$ cat src/rtl/axis_playback_trigger_gen_pkg.sv
// Shared definitions for axis_playback_trigger_gen: state encodings, widths
// and the saturating-increment helper used by its counters.
package axis_playback_trigger_gen_pkg;

    localparam int STATE_WIDTH = 2;
    localparam int COUNT_WIDTH = 32;
    localparam int C_STATES    = 4;

    localparam logic [STATE_WIDTH-1:0] S_IDLE    = 2'd0;
    localparam logic [STATE_WIDTH-1:0] S_ARMED   = 2'd1;
    localparam logic [STATE_WIDTH-1:0] S_PLAYING = 2'd2;
    localparam logic [STATE_WIDTH-1:0] S_DRAIN   = 2'd3;

    function automatic logic [COUNT_WIDTH-1:0] sat_inc(input logic [COUNT_WIDTH-1:0] value);
        if (value == {COUNT_WIDTH{1'b1}}) begin
            sat_inc = value;
        end else begin
            sat_inc = value + {{(COUNT_WIDTH-1){1'b0}}, 1'b1};
        end
    endfunction

endpackage

$ cat src/rtl/axis_playback_trigger_gen.sv
// Plays tlast-framed MM2S packets out to an unframed DAC stream on a masked trigger.
// Optional macro UNDERRUN_COUNTER_EN adds a saturating underrun_count output.
module axis_playback_trigger_gen
    import axis_playback_trigger_gen_pkg::*;
#(
    parameter int DATA_WIDTH = 32,
    parameter int TRIG_WIDTH = 32
) (
    input  logic                   stream_clk,
    input  logic                   stream_reset,
    input  logic [TRIG_WIDTH-1:0]  trigger,
    input  logic [TRIG_WIDTH-1:0]  trigger_enable,
    input  logic [31:0]            trigger_out_beat,
    input  logic                   start,
    input  logic                   stop,
    output logic                   idle,
    output logic [TRIG_WIDTH-1:0]  trigger_detected,
    output logic [31:0]            packet_beats,
    output logic                   underrun,
    output logic                   trigger_out,
    input  logic [DATA_WIDTH-1:0]  s_tdata,
    input  logic                   s_tvalid,
    output logic                   s_tready,
    input  logic                   s_tlast,
    output logic [DATA_WIDTH-1:0]  m_tdata,
    output logic                   m_tvalid,
    input  logic                   m_tready,
    output logic [1:0]             dbg_state
`ifdef UNDERRUN_COUNTER_EN
    ,
    output logic [31:0]            underrun_count
`endif
);

    logic [STATE_WIDTH-1:0] state;
    logic [STATE_WIDTH-1:0] next_state;
    logic [COUNT_WIDTH-1:0] beat_count;
    logic                   pulsed;
    logic                   trig_hit;
    logic                   play_beat;
    logic                   starved;

    assign trig_hit  = (|(trigger & trigger_enable)) | (trigger_enable == {TRIG_WIDTH{1'b0}});
    assign play_beat = s_tvalid & m_tready;
    assign starved   = m_tready & ~s_tvalid;
    assign idle      = (state == S_IDLE);
    assign dbg_state = state;

    // Next-state selection and the per-state stream handshake muxing.
    always_comb begin
        next_state = state;
        s_tready   = 1'b0;
        m_tvalid   = 1'b0;
        m_tdata    = {DATA_WIDTH{1'b0}};
        case (state)
            S_IDLE: begin
                if (start) begin
                    next_state = S_ARMED;
                end else begin
                    next_state = S_IDLE;
                end
            end
            S_ARMED: begin
                if (stop) begin
                    next_state = S_IDLE;
                end else if (trig_hit) begin
                    next_state = S_PLAYING;
                end else begin
                    next_state = S_ARMED;
                end
            end
            S_PLAYING: begin
                m_tdata  = s_tdata;
                m_tvalid = s_tvalid;
                s_tready = m_tready;
                // A completing tlast beat wins over a concurrent stop.
                if (play_beat && s_tlast) begin
                    next_state = S_IDLE;
                end else if (stop) begin
                    next_state = S_DRAIN;
                end else begin
                    next_state = S_PLAYING;
                end
            end
            S_DRAIN: begin
                s_tready = 1'b1;
                if (s_tvalid && s_tlast) begin
                    next_state = S_IDLE;
                end else begin
                    next_state = S_DRAIN;
                end
            end
            default: begin
                next_state = S_IDLE;
            end
        endcase
    end

    // State, beat counter, status registers and the trigger_out pulse.
    always_ff @(posedge stream_clk or posedge stream_reset) begin
        if (stream_reset) begin
            state            <= S_IDLE;
            beat_count       <= {COUNT_WIDTH{1'b0}};
            pulsed           <= 1'b0;
            trigger_detected <= {TRIG_WIDTH{1'b0}};
            packet_beats     <= 32'd0;
            underrun         <= 1'b0;
            trigger_out      <= 1'b0;
        end else begin
            state       <= next_state;
            trigger_out <= 1'b0;
            case (state)
                S_IDLE: begin
                    if (start) begin
                        beat_count <= {COUNT_WIDTH{1'b0}};
                        pulsed     <= 1'b0;
                        underrun   <= 1'b0;
                    end
                end
                S_ARMED: begin
                    if (!stop && trig_hit) begin
                        trigger_detected <= trigger & trigger_enable;
                    end
                end
                S_PLAYING: begin
                    if (starved) begin
                        underrun <= 1'b1;
                    end
                    if (play_beat) begin
                        beat_count <= sat_inc(beat_count);
                        // pulsed guards against a repeat once the counter saturates
                        if (!pulsed && (beat_count == trigger_out_beat)) begin
                            trigger_out <= 1'b1;
                            pulsed      <= 1'b1;
                        end
                        if (s_tlast) begin
                            packet_beats <= sat_inc(beat_count);
                        end
                    end
                end
                default: begin
                end
            endcase
        end
    end

`ifdef UNDERRUN_COUNTER_EN
    // Saturating count of starved cycles during playback.
    always_ff @(posedge stream_clk or posedge stream_reset) begin
        if (stream_reset) begin
            underrun_count <= 32'd0;
        end else if ((state == S_IDLE) && start) begin
            underrun_count <= 32'd0;
        end else if ((state == S_PLAYING) && starved) begin
            underrun_count <= sat_inc(underrun_count);
        end
    end
`endif

endmodule

$ cat config.mk
export PLATFORM = sky130hd
export DESIGN_NAME = axis_playback_trigger_gen
export DESIGN_NICKNAME = d
export VERILOG_FILES = /design/src/rtl/axis_playback_trigger_gen_pkg.sv /design/src/rtl/axis_playback_trigger_gen.sv
export SDC_FILE = /design/constraint.sdc
export NUM_CORES = 1
export LEC_CHECK = 0
export ABC_AREA = 1
export BUFFER_PORTS_ARGS = -buffer_cell sky130_fd_sc_hd__buf_2
export CAP_MARGIN = 0
export CORE_UTILIZATION = 35
export DETAILED_ROUTE_END_ITERATION = 10
export PLACE_DENSITY_LB_ADDON = 0.1
export RECOVER_POWER = 100
export SKIP_CTS_REPAIR_TIMING = 1
export SYNTH_ARGS = -nofsm -noshare
export SYNTH_HDL_FRONTEND = slang
export SYNTH_SLANG_ARGS = --single-unit
$ cat constraint.sdc
create_clock -name stream_clk -period 6.9 [get_ports stream_clk]
set_input_delay 0.69 -clock stream_clk [delete_from_list [all_inputs] [get_ports stream_clk]]
set_output_delay 0.69 -clock stream_clk [all_outputs]
set_load 0.01 [all_outputs]
Word-level counts from Yosys, hierarchy flattened
Cells that the tools add are included.
Storage, ports and cells
  register bits after elaboration: 101
  input port bits: 135
  output and inout bits: 103
  logic and storage cells: 60
Cells by class
  add/sub/neg operators: 1
  equality and inequality tests: 9
  multiplexer cells: 23
  bitwise operators: 5
  reduce and logical (&&, ||, !) cells: 15
Operator list (number)
  two-way mux 32 bit: 4
  case mux 32 bit (2 select lines): 1
  adder 32 x 1 -> 32 bit (second input constant): 1
  bitwise AND 32 bit: 1
  == test 32 bit: 1
  == test 32 bit (second input constant): 1
  zero test 32 bit: 1
  OR reduction 32 bit: 1
  two-way mux 1 bit: 10
  AND reduction 3 bit: 3
  two-way mux 2 bit: 4
  inequality test 2 bit (second input constant): 4
  case mux 2 bit (4 select lines): 1
  case mux 1 bit (2 select lines): 3
  == test 2 bit (second input constant): 2
  logical AND 1 bit: 4
  AND reduction 4 bit: 1
  bitwise AND 1 bit: 2
  == test 2 x 1 -> 1 bit (second input constant): 1
  zero test 1 bit: 2
  zero test 2 bit: 1
  AND reduction 2 bit: 1
  nonzero test 2 bit: 1
  NOT 1 bit: 1
  OR 1 bit: 1

Depth between registers and ports, before layout
Gate-level depths: netlist of the first run.
  word-level depth: 6
  gate-level depth with buffers: 11
  mapped depth without buffers: 10

Least setup slack after synthesis of the first run
OpenSTA, ideal clock, no wires.
  path kind: reg-to-output
  start point: register state[0], in the netlist dbg_state[0]
  end point: output m_tdata[10]
  arrival: 1.086 ns
  data required time: 6.210 ns
  path slack: 5.124 ns
  stages on the path, launching flop included: 5
  buffers on the path: 1
  cell sequence: dfrtp_1 -> inv_1 -> nand2_2 -> clkbuf_1 -> nor2_1
On the way
  word-level cells in the longest chain between the ends: 2
RTL lines
  start, declared: line axis_playback_trigger_gen.sv:35  | logic [STATE_WIDTH-1:0] state;
  start signal, assigned: line axis_playback_trigger_gen.sv:110  | state <= next_state;
  == test 2 bit: line axis_playback_trigger_gen.sv:55  | case (state)
  two-way mux 32 bit: line axis_playback_trigger_gen.sv:55
  end, declared: line axis_playback_trigger_gen.sv:25  | output logic [DATA_WIDTH-1:0] m_tdata,
Every way passes these cells.

Worst setup path after layout of the first run
  start point: register state[0], in the netlist dbg_state[0]
  end point: register beat_count[9]
On the way
  word-level cells in the longest chain between the ends: 3
  elaborated cells on any way between the ends: 7
  those cells by class: eq/ne (3); mux (1); reduce/logical (3)
RTL lines
  == test 2 bit / zero test 2 bit (equally long branches): line axis_playback_trigger_gen.sv:112  | case (state)
  inequality test 2 bit (no line) / nonzero test 2 bit (equally long branches)
  AND reduction 3 bit (no line)
  end signal, assigned: line axis_playback_trigger_gen.sv:103  | beat_count <= {COUNT_WIDTH{1'b0}};
  end signal, assigned: line axis_playback_trigger_gen.sv:115  | beat_count <= {COUNT_WIDTH{1'b0}};
  end signal, assigned: line axis_playback_trigger_gen.sv:130  | beat_count <= sat_inc(beat_count);
  end, declared: line axis_playback_trigger_gen.sv:37  | logic [COUNT_WIDTH-1:0] beat_count;
Several ways; a longest one is shown, not always the timed one.
A chain may end at the register's enable or synchronous reset.

==> metrics.txt, run 1 <==
commonest cells after routing, fill and taps aside=nand2_1, inv_1, nor2_1; most common cell after layout, fill and taps aside=nand2_1; failing checks=DRC, capacitance limit, slew limit; crit-path max FO=36; Avg Cell Area, Syn=roughly 6.4 sq um; RSZ-0062 raised after global routing=no; Crit path required time=7.12 ns; placed cell area=7920 sq um; max_cap viols=1; largest net degree at the start of global routing=80; Final Cell Area=just over 8000 sq um; Peak VDD IR=around 160 uV; CTS sink count=101; Startpoint Class=register; Initial DRC Count=350; Placer Congestion=0.919; RR Endpoint=beat_count[9]; ant diodes=0; WS Path Type=register to register; clk root buf=clkbuf_16; Worst Path Arrival=roughly 4.8 ns; die height=~140 um; GRT Residual Overflow=0; worst reg-to-reg setup slack=between 2 and 2.5 ns; Max-slew headroom=-23.6%; clock slew at reported path FFs=0.07 ns; clock buffer depth=2; Max Clk Rate=around 220 MHz; status=finished with violations; Seq/Total Area, Yosys=between 30% and 40%; CORE AREA=18100 sq um; drt via density=between 4 and 5; vias in the first global route=6596; dpl hpwl=approximately 16000 um; worst r2r path cells=7; post-synthesis cell area=between 6000 and 7000 sq um; Synth Instances=about 1000; synth-to-layout area growth=23.4%; register bit total from synthesis=approximately 100; Syn. warnings=0; Hold Path Sink=trigger_detected[12]; final hold vios=0; Setup Viol. Count Final=0; die area=~19000 sq um; Post-Route WL=a little over 20000 um; initial antenna violation count=0; first-pass GRT wire length=roughly 33000 um; Distinct cells, synth=33; H-tree depth=3; via count=between 6000 and 7000; syn_nets=roughly 1200; WHS Path Cells=2; # rows=around 50; P_leak=around 4.7 nW; Total GRT Usage=between 20% and 30%; layout cell share with drive strength beyond 1=between 10% and 20%; Setup crit end kind=register; final net count=approximately 1400; Die X-Extent=between 100 and 150 um; Placed Cells=~1500; Power Dens Cells=~250 nW/um^2; Layout Skew=around 0.0077 ns; CTS tree=yes; Least-Margin Pin Slew=between 1.5 and 2 ns; Slew Viols, Final=36; Min-Delay Path Class=register to register; clock latency on the worst-skew pair=about 0.36 ns; min-delay src=trigger_detected[12]; worst r2r src=dbg_state[0]; Total Neg Setup Slack=0 ns; final worst-path cycle share=approximately two thirds; PortBufs=between 200 and 250; TritonCTS buffer count=9; DRT antenna net count=0; TritonRoute pass-1 iters=11; post-route insts no fill=about 1500; I/O pin count=between 200 and 250; crit path time final=roughly 4.5 ns; Core Util, Final=between 40% and 50%; Starting Density=about 36%; worst hold margin=about 0.47 ns; DRC viols=10; drt wl/cell=around 14 um
==> synth_stat cells <==
master | instances | area share (%)
inv_1 | 139 | 8.0
nor2_1 | 135 | 7.7
clkbuf_1 | 12 | 0.69
nand3b_1 | 7 | 0.80
nor3_1 | 5 | 0.38
o21a_1 | 1 | 0.11
buf_6 | 3 | 0.52
nand2_2 | 5 | 0.48
nor3b_1 | 1 | 0.11
buf_1 | 1 | 0.057
nand2_1 | 443 | 25
nor3_2 | 1 | 0.15
buf_2 | 7 | 0.53
dfrtp_1 | 101 | 39
nor2_8 | 1 | 0.31
nor2_4 | 5 | 0.86
and2_1 | 2 | 0.19
or2_2 | 4 | 0.38
ha_1 | 1 | 0.19
a31oi_1 | 3 | 0.29
xor2_1 | 13 | 1.7
o21ai_1 | 8 | 0.61
buf_4 | 3 | 0.34
xnor2_1 | 10 | 1.3
nand3_1 | 63 | 4.8
o21ai_2 | 4 | 0.53
inv_2 | 5 | 0.29
nand3_2 | 12 | 1.8
a32o_1 | 1 | 0.15
nor2_2 | 4 | 0.38
nand4_1 | 13 | 1.2
o21ai_0 | 9 | 0.69
nand2_4 | 2 | 0.34
==> cell families after synthesis <==
family                     synth area share [%]
xor gates and xnor gates                   3.07
buffers and inverters                      10.4
and+or+nand+nor                            45.4
adders and majority gates                 0.191
DFF                                        38.6
AOI/OAI and AO/OA                          2.39
==> where the power goes <==
part	switching (mW)	internal, mW
registers	0.0878	0.726
clock network	0.249	0.290
logic	0.438	0.209
total	0.774	1.22
==> critical path: stages (launching register included) <==
cell and delay [ns]:
dfrtp_1 0.43, inv_1 0.13, nand2_1 0.66, nor2_4 0.27, clkbuf_1 1.36, nor2_1 0.85
inv_2 0.54, o21ai_0 0.15
==> metrics by stage <==
step | power (mW) | worst slack [ns]
floorplan | 1.21 | 3.56
global placement | 1.54 | 4.05
detailed placement | 1.53 | 3.98
CTS | 2.08 | 3.93
global route | 2.14 | 1.92
finish | 2.00 | 2.37
==> per-layer routing <==
layer / wire [um] / track usage (%)
met5: 0 / 0
met4: 405 / 8.07
met2: 9420 / 36.8
met3: 1220 / 4.32
met1: 9230 / 27.4
==> registers in the layout, summed over array words and instances, names as in the netlist <==
register          count
trigger_detected     32
beat_count           32
dbg_state             2
packet_beats         32
underrun              1
pulsed                1
trigger_out           1
==> how the worst max path moves through the flow <==
stage / startpoint / endpoint / slack (ns) / cells after the start
after CTS: dbg_state[0] / packet_beats[20] / 3.93 / 6
after detailed placement: dbg_state[0] / packet_beats[6] / 3.98 / 6
after global routing: dbg_state[0] / beat_count[5] / 1.92 / 7
after global placement: dbg_state[0] / packet_beats[0] / 4.05 / 6
after floorplan: stream_reset / beat_count[0] / 3.56 / 1
final: dbg_state[0] / beat_count[9] / 2.37 / 7
==> area by class of cell <==
type | count | area [sq um]
inverters | 144 | 542
multi-input cells | 753 | 3330
repair buffers | 241 | 1080
fillers | 1996 | 10100
clock buffers | 9 | 225
flip-flops and latches | 101 | 2530
well taps | 229 | 287
clock inverters | 7 | 92.6
(Power assumes the default switching activity.)
==> inputs of run 2 (changes only) <==
- clock period: 6.9 -> 3.85 ns (I/O delays scaled with it)
==> metrics.txt, run 2 (same netlist as run 1, synthesis figures left out) <==
status=finished with violations; failing checks=DRC, capacitance limit, slew limit; layout cell share with drive strength beyond 1=15.4% (+0.12 points); DRC viols=10 (unchanged); Placed Cells=1471 (+0.20%); setup ws final=0.925 ns (-1.44 ns); max_cap viols=3 (+2); P_leak=4.64 nW (-0.36%); ant diodes=0 (unchanged); RSZ-0062 raised after global routing=no; drt via density=4.57 (+0.63%); dpl hpwl=16400 um (+3.6%); # fillers=2044 (+2.4%); synth-to-layout area growth=23.1%; Setup Viol. Count Final=0 (unchanged); CTS tree=yes; Total Neg Setup Slack=0 ns (unchanged); Die X-Extent=139 um (unchanged); initial antenna violation count=0 (unchanged); post-route insts no fill=1487 (+0.20%); H-tree depth=3 (unchanged); Post-Route WL=20900 um (+3.3%); TritonRoute pass-1 iters=8 (-3); sequential share of power=41.4% (+0.7 points); DR WL met2=9940 um (+5.5%); pre-CTS worst setup slack=1.28 ns (-2.70 ns); drt wl/cell=14.1 um (+3.1%); Largest regs=beat_count (32), packet_beats (32), trigger_detected (32); crit-path max FO=34 (-5.6%); most common cell after layout, fill and taps aside=nand2_1; crit path time final=2.92 ns (-1.61 ns); # rows=49 (unchanged); DRT antenna net count=0 (unchanged); Initial DRC Count=383 (+9.4%); clock buffer depth=2 (unchanged); Peak VDD IR=255 uV (+61%); largest net degree at the start of global routing=43 (-46%); Least-Margin Pin Slew=1.86 ns (+0.00136 ns); WS Path Type=register to register; Clock Power Share=25.1% (-1.9 points); vias in the first global route=6619 (+0.35%); worst hold margin=0.356 ns (-0.118 ns); GRT Residual Overflow=0 (unchanged); TritonCTS buffer count=9 (unchanged); Max-slew headroom=-24.4% (-0.77 points); Layout Skew=0.0106 ns (+0.00286 ns); Setup crit end kind=register; highest routed metal layer=met4; total power=3.51 mW (+76%); Crit path required time=4.09 ns (-3.03 ns); clk root buf=clkbuf_16; I/O pin count=238 (unchanged); Power Dens Cells=435 nW/um^2 (+76%); Worst Path Arrival=3.16 ns (-1.59 ns); Psw=1.39 mW (+79%); Min-Delay Path Class=primary input to register; die height=139 um (unchanged); Internal=2.12 mW (+73%); Starting Density=36.1% (unchanged); die area=19300 sq um (unchanged); PortBufs=237 (unchanged); clock latency on the worst-skew pair=0.35 ns (about the same); final hold vios=0 (unchanged); CTS sink count=101 (unchanged); Max Clk Rate=342 MHz (+55%); Slew Viols, Final=105 (+190%); commonest cells after routing, fill and taps aside=nand2_1, inv_1, nor2_1; Startpoint Class=register; combinational power share=33.5% (+1.2 points); final worst-path cycle share=76.0% (+10 points); CORE AREA=18100 sq um (unchanged); first-pass GRT wire length=34500 um (+4.2%); via count=6801 (+0.83%); Placer Congestion=0.931 (+1.3%); clock slew at reported path FFs=0.07 ns (about the same); switch share=39.5% (+0.76 points); Met1 Wirelength=9460 um (+2.5%); final net count=1389 (+0.22%); met3 WL=1300 um (+6.1%); Total GRT Usage=22.7% (+0.95 points)
-- run 2: final cells by class --
| cell class | count | area, sq um | area share [%] |
|---|---|---|---|
| inverter | 144 | 542 | 6.72 |
| clock inverter | 6 | 45.0 | 0.558 |
| multi-input combinational | 753 | 3340 | 41.4 |
| timing repair buffer | 244 | 1100 | 13.6 |
| clock buffer | 10 | 229 | 2.84 |
| tap | 229 | 287 | 3.55 |
| sequential | 101 | 2530 | 31.3 |
-- run 2: final timing paths --
kind	slack, ns	start	to	cells past startpoint
setup / recovery	0.93	dbg_state[1]	trigger_detected[12]	6
hold / removal	0.36	m_tready	underrun	2
setup reg to reg	0.93	dbg_state[1]	trigger_detected[12]	6
hold reg to reg	0.47	trigger_detected[11]	trigger_detected[11]	2
max in group asynchronous	1.21	stream_reset	packet_beats[0]	3
min in group asynchronous	0.49	stream_reset	packet_beats[14]	2
-- run 2: per-layer routing --
metal / vias to the layer above / track usage, %
li1: 3543 / -
met1: 3035 / 29.4
met2: 209 / 38.3
met3: 14 / 4.70
met4: 0 / 6.14
met5: - / 0
-- run 2: critical path, cell delays in order, from the launching register on --
cell      delay [ns]
dfrtp_1         0.45
nor3_4          0.19
clkbuf_1        1.12
nand2_1         0.52
buf_4           0.38
nand2_1         0.09
nand2_1         0.04
-- run 2: power groups by stage --
stage | combinational [mW] | sequential (mW) | clock [mW]
6_report | 1.18 | 1.45 | 0.880
5_1_grt | 1.34 | 1.48 | 0.937
3_5_place_dp | 1.30 | 1.46 | 0
4_1_cts | 1.29 | 1.45 | 0.899
3_3_place_gp | 1.29 | 1.47 | 0
2_1_floorplan | 0.600 | 1.57 | 0
-- run 2: stage by stage --
| stage | area, sq um | util (%) |
|---|---|---|
| after CTS | 8220 | 45.3 |
| after detailed placement | 7950 | 43.8 |
| after global placement | 7950 | 43.8 |
| after global routing | 8070 | 44.4 |
| after floorplan | 6550 | - |
| final | 8070 | 44.4 |
==> inputs of run 3 (changes only) <==
- clock period: 3.85 -> 3 ns (I/O delays scaled with it)
==> metrics.txt, run 3 (same netlist as run 1, synthesis figures left out) <==
status=finished with violations; failing checks=DRC, capacitance limit, slew limit; FF+latch area=2530 sq um (unchanged); DRT antenna net count=0 (unchanged); via count=6784 (-0.25%); DRC viols=20 (+10); Total GRT Usage=22.6% (-0.050 points); Min-Delay Path Class=primary input to register; die height=139 um (unchanged); Slew Viols, Final=102 (-2.9%); clock latency on the worst-skew pair=0.36 ns (about the same); min-delay src=m_tready; Layout Skew=0.0117 ns (+0.00110 ns); P_leak=4.56 nW (-1.7%); Starting Density=36.1% (unchanged); crit-path max FO=34 (unchanged); Setup Viol. Count Final=0 (unchanged); Worst Path Arrival=2.72 ns (-0.44 ns); largest net degree at the start of global routing=102 (+140%); CP Buf/Inv Count=0 (-2); Setup crit end kind=register; worst hold margin=0.256 ns (-0.100 ns); PortBufs=237 (unchanged); worst r2r src=beat_count[0]; final worst-path cycle share=81.0% (+5.1 points); vias in the first global route=6642 (+0.35%); commonest cells after routing, fill and taps aside=nand2_1, inv_1, nor2_1; initial antenna violation count=0 (unchanged); Critical Path, Cell by Cell=ha_1, nand2_1, nor2_4, nand2_1, nor2_8, nand2_2, nand3_1, nand2_1, o21ai_2; CTS sink count=101 (unchanged); Crit path required time=3.29 ns (-0.80 ns); critical path startpoint=beat_count[0]; clock buffer depth=2 (unchanged); final hold vios=0 (unchanged); Peak VDD IR=372 uV (+46%); Total Neg Setup Slack=0 ns (unchanged); H-tree depth=3 (unchanged); max_cap viols=1 (-2); ant diodes=0 (unchanged); RSZ-0062 raised after global routing=no; Slowest-stage cell, CP=dfrtp_1; Initial DRC Count=418 (+9.1%); drt via density=4.57 (-0.18%); Startpoint Class=register; # rows=49 (unchanged); I/O pin count=238 (unchanged); Power Dens Cells=588 nW/um^2 (+35%); clock slew at reported path FFs=0.08 ns (about the same); Post-Route WL=21200 um (+1.0%); Top delay family on crit path=simple AND/OR/NAND/NOR gates; CORE AREA=18100 sq um (unchanged); synth-to-layout area growth=22.6%; CTS tree=yes; Max Clk Rate=411 MHz (+20%); GRT Residual Overflow=0 (unchanged); Placer Congestion=0.907 (-2.6%); layout cell share with drive strength beyond 1=14.2% (-1.3 points); die area=19300 sq um (unchanged); final net count=1388 (-0.072%); WS Path Type=register to register; clk root buf=clkbuf_16; TritonRoute pass-1 iters=8 (unchanged); TritonCTS buffer count=9 (unchanged); first-pass GRT wire length=34300 um (-0.78%); # fillers=2009 (-1.7%); Largest regs=beat_count (32), packet_beats (32), trigger_detected (32); cell mode on critical path=nand2_1; CP max stage delay=0.44 ns (-0.68 ns); Die X-Extent=139 um (unchanged); multi-input combinational cell area=3240 sq um (-2.8%); most common cell after layout, fill and taps aside=nand2_1; crit path time final=2.43 ns (-0.493 ns); drt wl/cell=14.2 um (+1.1%); dpl hpwl=16500 um (+0.37%); Max-slew headroom=-54.8% (-30 points); Least-Margin Pin Slew=2.32 ns (+0.467 ns)
run 3: cell types whose count changed in the layout (fill, tap and decap cells not counted), sizes merged:
cell / change
bufinv: +2
clkinvlp: -3
run 3: power breakdown:
group / switching, mW / internal (mW)
logic: 1.02 / 0.478
registers: 0.197 / 1.67
clock network: 0.575 / 0.789
total: 1.79 / 2.94
run 3: layout make-up:
type	count	area share, %
sequential	101	31.4
inverter	144	6.74
tap	229	3.57
clock inverter	5	1.11
timing repair buffer	243	13.6
clock buffer	11	3.14
multi-input combinational	753	40.4
run 3: stage by stage:
stage	setup slack, ns	utilization [%]	cell area [sq um]	total power, mW	std cells
after floorplan	0.0529	-	6550	2.78	1024
after global routing	0.284	44.3	8040	5.05	1486
after detailed placement	0.698	43.8	7950	3.54	1470
final	0.569	44.3	8040	4.73	1486
after global placement	0.813	43.8	7950	3.54	1470
after CTS	0.662	45.7	8290	4.91	1486
run 3: worst paths after layout:
check                                       endpoint  slack (ns)  cells after the start
worst max register to register        beat_count[18]        0.57                      9
worst max-delay path                  beat_count[18]        0.57                      9
min in group asynchronous           packet_beats[17]        0.79                      3
worst min-delay path                        underrun        0.26                      2
max in group asynchronous           packet_beats[25]        0.84                      3
worst min register to register  trigger_detected[12]        0.47                      2
run 3: metal layers:
metal / up-vias / part of all wire, % / global-route usage [%]
met5: - / 0 / 0
met4: 0 / 1.6 / 6.67
li1: 3538 / - / -
met2: 209 / 47 / 37.9
met3: 20 / 6.1 / 4.97
met1: 3017 / 45 / 29.2
